--- src/rtl/v_pkg.sv ---
// v_pkg: shared update-bus types and sizing constants for the list engine.
//   id_t / cmd_t / key_t / size_t : update field types
//   upd_t                         : one buffered update command
//   UPD_INGRESS_N                 : default ingress FIFO depth
package v_pkg;
   typedef logic [7:0] id_t;
   typedef enum logic [1:0] {ADD = 2'd0, DEL = 2'd1, MOD = 2'd2, CLR = 2'd3} cmd_t;
   typedef logic [15:0] key_t;
   typedef logic [15:0] size_t;
   typedef struct packed {
      id_t   prod_id;
      cmd_t  cmd;
      key_t  key;
      size_t size;
   } upd_t;
   localparam int UPD_INGRESS_N = 8;
endpackage

--- src/rtl/fifo_sync.sv ---
// fifo_sync: synchronous FIFO with an explicit occupancy counter.
//   clk, rst   : clock, synchronous active-high reset
//   push, din  : write din at wptr (caller guarantees not full)
//   pop, dout  : dout is the entry at rptr; pop advances rptr (caller guarantees not empty)
//   occ        : current number of stored entries
module fifo_sync #(
   parameter int N = 8,
   parameter int W = 8
) (
   input  logic             clk,
   input  logic             rst,
   input  logic             push,
   input  logic [W-1:0]     din,
   input  logic             pop,
   output logic [W-1:0]     dout,
   output logic [$clog2(N):0] occ
);
   localparam int AW = $clog2(N);
   logic [W-1:0]  mem [N];
   logic [AW-1:0] wptr, rptr;
   assign dout = mem[rptr];
   always_ff @(posedge clk)
      if (push) mem[wptr] <= din;
   always_ff @(posedge clk) begin
      if (rst) begin
         wptr <= '0;
         rptr <= '0;
         occ  <= '0;
      end else begin
         if (push) wptr <= wptr + AW'(1);
         if (pop) rptr <= rptr + AW'(1);
         occ <= occ + (AW+1)'(push) - (AW+1)'(pop);
      end
   end
endmodule

--- src/rtl/v_upd_ingress.sv ---
// v_upd_ingress: buffers feed-decoder update commands and issues them one per cycle to the list engine.
//   clk, rst            : clock, synchronous active-high reset
//   i_in_vld/o_in_rdy_r : upstream handshake; ready is registered
//   i_in_*              : incoming command payload
//   i_busy              : engine table initialisation in progress; holds issue
//   o_upd_*_r           : registered update bus to the engine
//   o_occ_r, o_afull_r  : occupancy and almost-full flag
//   o_err_r             : sticky flag for valid presented while not ready
module v_upd_ingress
   import v_pkg::*;
#(
   parameter int DEPTH     = UPD_INGRESS_N,
   parameter int AFULL_LVL = DEPTH - 2
) (
   input  logic                     clk,
   input  logic                     rst,
   input  logic                     i_in_vld,
   output logic                     o_in_rdy_r,
   input  id_t                      i_in_prod_id,
   input  cmd_t                     i_in_cmd,
   input  key_t                     i_in_key,
   input  size_t                    i_in_size,
   input  logic                     i_busy,
   output logic                     o_upd_vld_r,
   output id_t                      o_upd_prod_id_r,
   output cmd_t                     o_upd_cmd_r,
   output key_t                     o_upd_key_r,
   output size_t                    o_upd_size_r,
   output logic [$clog2(DEPTH):0]   o_occ_r,
   output logic                     o_afull_r,
   output logic                     o_err_r
);
   localparam int OW = $clog2(DEPTH) + 1;
   logic          push, pop;
   logic [OW-1:0] occ, occ_next;
   upd_t          din, head;
   assign push     = i_in_vld & o_in_rdy_r;
   assign pop      = !i_busy & (occ != '0);
   assign occ_next = occ + OW'(push) - OW'(pop);
   assign o_occ_r  = occ;
   assign din      = '{prod_id: i_in_prod_id, cmd: i_in_cmd, key: i_in_key, size: i_in_size};
   fifo_sync #(.N(DEPTH), .W($bits(upd_t))) u_fifo (
      .clk  (clk),
      .rst  (rst),
      .push (push),
      .din  (din),
      .pop  (pop),
      .dout (head),
      .occ  (occ)
   );
   // Ready and almost-full look at next-cycle occupancy so an accepted push always has a slot.
   always_ff @(posedge clk) begin
      if (rst) begin
         o_in_rdy_r      <= 1'b0;
         o_afull_r       <= 1'b0;
         o_err_r         <= 1'b0;
         o_upd_vld_r     <= 1'b0;
         o_upd_prod_id_r <= '0;
         o_upd_cmd_r     <= ADD;
         o_upd_key_r     <= '0;
         o_upd_size_r    <= '0;
      end else begin
         o_in_rdy_r  <= occ_next < OW'(DEPTH);
         o_afull_r   <= occ_next >= OW'(AFULL_LVL);
         o_err_r     <= o_err_r | (i_in_vld & !o_in_rdy_r);
         o_upd_vld_r <= pop;
         if (pop) begin
            o_upd_prod_id_r <= head.prod_id;
            o_upd_cmd_r     <= head.cmd;
            o_upd_key_r     <= head.key;
            o_upd_size_r    <= head.size;
         end
      end
   end
endmodule

--- config.mk ---
export PLATFORM = sky130hd
export DESIGN_NAME = v_upd_ingress
export DESIGN_NICKNAME = d
export VERILOG_FILES = /design/src/rtl/v_pkg.sv /design/src/rtl/fifo_sync.sv /design/src/rtl/v_upd_ingress.sv
export SDC_FILE = /design/constraint.sdc
export NUM_CORES = 1
export LEC_CHECK = 0
export ABC_AREA = 1
export CAP_MARGIN = 0
export CORE_MARGIN = 2
export CORE_UTILIZATION = 40
export DETAILED_ROUTE_END_ITERATION = 8
export PLACE_DENSITY = 0.67
export SLEW_MARGIN = 5
export SYNTH_ARGS = -nofsm -noshare
export SYNTH_HDL_FRONTEND = slang
export SYNTH_SLANG_ARGS = --single-unit
--- constraint.sdc ---
create_clock -name clk -period 10.9 [get_ports clk]
set_input_delay 3.27 -clock clk [delete_from_list [all_inputs] [get_ports clk]]
set_output_delay 3.27 -clock clk [all_outputs]
set_load 0.1 [all_outputs]
==> metrics.log <==
[metrics] Vert. Die Dim: roughly 210 um
[metrics] weighted congestion at the end of routability-driven global placement: roughly 0.75
[metrics] total placed instance area: 18050 um2
[metrics] share of cells above drive strength 1: 0.04804
[metrics] total overflow reported by the global router: 0
[metrics] starting density of the core: 0.4066
[metrics] routed wire length: 36120 um
[metrics] synthesis-to-finish area growth: 15.58%
[metrics] Clk pwr share: 0.282
[metrics] layout net count: around 1800
[metrics] dominant cell type by count on the critical path: sky130_fd_sc_hd__nand2_1
[metrics] count of antenna-violating nets left after detailed routing: 0
[metrics] highest metal used: met5
[metrics] cell with the largest stage delay on the worst path: sky130_fd_sc_hd__inv_2
[metrics] peak supply drop: 0.1288 mV
[metrics] Critical Path End Type: flip-flop
[metrics] global-route usage over all layers: 0.1672
[metrics] Chip Width: ~210 um
[metrics] via count of the first global-routing pass: about 11000
[metrics] Total Neg Setup Slack: 0 ps
[metrics] largest area contributor in the synthesized netlist: sky130_fd_sc_hd__edfxtp_1
[metrics] number of placement rows: 74
[metrics] share of the clock period used by the worst path: 0.5488
[metrics] per-cell routed wire length: 15.54 um
[metrics] number of flops mapped to enable cells by yosys: approximately 340
[metrics] slew at the pin closest to its max-slew limit: 1122 ps
[metrics] path class of the lowest-slack min-delay path: reg2reg
[metrics] mean number of vias per cell: 4.720
[metrics] max_cap viols: 0
[metrics] Finished Cell Area: 19270 um2
[metrics] cell-internal power: 2831 uW
[metrics] arrival time of the worst setup path: approximately 6400 ps
[metrics] maximum number of pins on one net before global-route repair: 97
[metrics] CTS H-tree depth: 2
[metrics] type of the setup path with the least slack: in2reg
[metrics] distinct cell type count after synthesis: 20
[metrics] antenna violations before repair: 4
[metrics] count of buffers added by post-CTS timing repair for setup: 0
[metrics] buffer and inverter count on the worst path: 4
[metrics] Sw Pwr: 1672 uW
[metrics] Worst Reg-to-Reg Cells: 15
[metrics] Die Outline Area: 43340 um2
[metrics] global-route wire length before repair: 57170 um
[metrics] Initial DRT Pass Iterations: 5
[metrics] number of endpoints failing setup at the final stage: 0
[metrics] Slowest Stage Delay on Critical Path: 550 ps
[metrics] clock tree sinks: ~390
[metrics] sequential share of power: 0.410
[metrics] Worst Clk Skew: between 20 and 25 ps
[metrics] Final Core Density: 0.4699
[metrics] clock latency on the worst-skew pair: 540 ps
[metrics] cell family with the largest share of critical-path delay: buffers and inverters
[metrics] Resized cells post-CTS: 0
[metrics] FFs w/ async S/R, synth: 0
[metrics] Top-Level Pins: 96
[metrics] Worst Path Max Fanout: 50
[metrics] worst endpoint required time: ~11000 ps
[metrics] area of the core: 41020 um2
[metrics] cell-by-cell listing of the critical path: clkdlybuf4s50_1, o21bai_4, buf_4, inv_2, ha_1, inv_1, ha_1, fa_1, nand2_1, nand2_1, nor2_1, nand2_1, nand2_1
[metrics] sum of met2 wire segment lengths after detailed routing: ~17000 um
[metrics] DRC violations left: 0
[metrics] achievable clock frequency: 0.1672 GHz
[metrics] Inserted Clock Buffers: 40
[metrics] result of the run: completed
[metrics] Min Hold Slack: 474.0 ps
[metrics] hpwl dp: between 15000 and 20000 um
[metrics] total power density per cell area: ~230 nW/um2
[metrics] final slew viol count: 0
[metrics] routed wire length on met3: 2181 um
[metrics] clock tree from TritonCTS: built
[metrics] root buf cell: sky130_fd_sc_hd__clkbuf_16
[metrics] critical path depth in cells: 13
[metrics] top cells by area in the synthesized netlist: sky130_fd_sc_hd__edfxtp_1 61%, sky130_fd_sc_hd__nand2_1 11%, sky130_fd_sc_hd__inv_1 8.9%, sky130_fd_sc_hd__nand3_1 7.6%, sky130_fd_sc_hd__dfxtp_1 6.7%
[metrics] clock-pin slew on the worst setup and hold paths: 60 ps
[metrics] top cells by instance count after synthesis: 481 x sky130_fd_sc_hd__nand2_1, 394 x sky130_fd_sc_hd__inv_1, 336 x sky130_fd_sc_hd__edfxtp_1
[metrics] Synth Instances: 1685
[metrics] area of the mapped netlist: between 15000 and 20000 um2
[metrics] number of port buffers: 95
[metrics] first-iteration detailed-routing DRC count: between 700 and 800
[metrics] sequential cell area fraction in the yosys report: 0.6723
[metrics] relative max-transition margin: 0.2511
[metrics] flops & latches, synth: approximately 390
[metrics] Net Count, Synth: 1739
[metrics] via count: 10970
[metrics] launching element type of the critical path: primary input
[metrics] mean post-synth cell area: a little under 10 um2
[metrics] dominant synthesized flop cell: sky130_fd_sc_hd__edfxtp_1
[metrics] top cell type's share of synthesized area: 0.6050
[metrics] Combinational Power Share: 0.308
[metrics] count of cells along the worst hold path: 2
[metrics] dominant cell by count in the synthesized netlist: sky130_fd_sc_hd__nand2_1
[metrics] clock period minus final worst setup slack: 5982 ps
[metrics] Yosys warnings: 0
[metrics] unrepaired setup endpoints after global routing: false
[metrics] routed metal-1 wire length: 16210 um
[metrics] Hold Buf Count CTS: 0
[metrics] leakage power summed over all cells: 0.008381 uW
[metrics] net switching fraction of the power: 0.3714
[metrics] Longest Clk Path Bufs: 3
[metrics] Final Hold Vio Count: 0
-- power by group through the flow --
| stage | Combinational (uW) | Clock, uW | Sequential (uW) |
|---|---|---|---|
| after global routing | 1510 | 1360 | 1860 |
| final | 1390 | 1270 | 1850 |
| after CTS | 1400 | 1300 | 1850 |
| after global placement | 1370 | 0 | 1880 |
| after floorplan | 659 | 0 | 2270 |
| after detailed placement | 1390 | 0 | 1880 |
-- path summary, 6_finish.rpt --
path	startpoint	to	slack [ps]
setup / recovery	i_busy	o_afull_r	4920
hold / removal	o_err_r	o_err_r	470
setup reg to reg	u_fifo.occ[2]	o_afull_r	7520
hold reg to reg	o_err_r	o_err_r	470
-- registers in the layout, summed over array words and instances, names as in the netlist --
register / cells
o_upd_cmd_r: 2
o_upd_vld_r: 1
o_upd_prod_id_r: 8
o_upd_size_r: 16
o_in_rdy_r: 1
u_fifo.rptr: 3
u_fifo.mem: 336
u_fifo.occ: 4
o_err_r: 1
u_fifo.wptr: 3
o_upd_key_r: 16
o_afull_r: 1
-- cell usage in the layout, fill, tap and decap left out, types with 2 or more instances in the layout --
cell and count:
sky130_fd_sc_hd__o21ai_0 4, sky130_fd_sc_hd__clkdlybuf4s50_1 95, sky130_fd_sc_hd__clkbuf_16 41, sky130_fd_sc_hd__clkinv_2 7, sky130_fd_sc_hd__inv_6 3, sky130_fd_sc_hd__dfxtp_4 2, sky130_fd_sc_hd__nand2_1 481, sky130_fd_sc_hd__buf_4 14
sky130_fd_sc_hd__diode_2 3, sky130_fd_sc_hd__clkbuf_8 2, sky130_fd_sc_hd__nand3_1 254, sky130_fd_sc_hd__inv_2 4, sky130_fd_sc_hd__inv_1 393, sky130_fd_sc_hd__a21oi_1 49, sky130_fd_sc_hd__dfxtp_1 53, sky130_fd_sc_hd__clkinv_1 7
sky130_fd_sc_hd__ha_1 7, sky130_fd_sc_hd__nor2_4 8, sky130_fd_sc_hd__clkbuf_1 14, sky130_fd_sc_hd__nor2_1 9, sky130_fd_sc_hd__edfxtp_1 336
-- final cells by class --
| cell class | count | area, um2 |
|---|---|---|
| clock buffer | 57 | 1106 |
| tap | 532 | 665.6 |
| antenna | 3 | 7.507 |
| sequential | 392 | 11220 |
| timing repair buffer | 109 | 1056 |
| clock inverter | 17 | 111.4 |
| multi-input combinational | 816 | 3603 |
| inverter | 399 | 1504 |
| fill | 3712 | 21740 |
-- cell families (layout without fill, tap and decap cells) --
logic type	after synthesis	count (layout)	share of synthesized area
flip-flops	392	392	0.6723
AND/OR/NAND/NOR	754	754	0.1890
other	0	3	0
buffers and inverters	477	582	0.1157
adder cells (fa/ha/maj)	8	8	0.006452
AO/OA/AOI/OAI	54	54	0.01658
-- worst min-delay path, cell delays in order, from the launching register on --
cell	delay (ps)
sky130_fd_sc_hd__dfxtp_1	320
sky130_fd_sc_hd__a21oi_1	40
sky130_fd_sc_hd__nor2_1	70
-- per-stage QoR --
step / cells / power [uW] / setup slack, ps
2_1_floorplan: 1685 / 2931 / 5031
3_3_place_gp: 2248 / 3241 / 4383
3_5_place_dp: 2248 / 3267 / 4390
4_1_cts: 2322 / 4542 / 4925
5_1_grt: 2324 / 4735 / 4703
6_report: 2325 / 4503 / 4918
-- layer usage --
metal / track usage / vias up
li1: - / 5439
met1: 0.2248 / 5159
met2: 0.2800 / 316
met3: 0.02808 / 58
met4: 0.04788 / 2
met5: 0 / -
No activity file was read; power rests on OpenSTA's default activity.
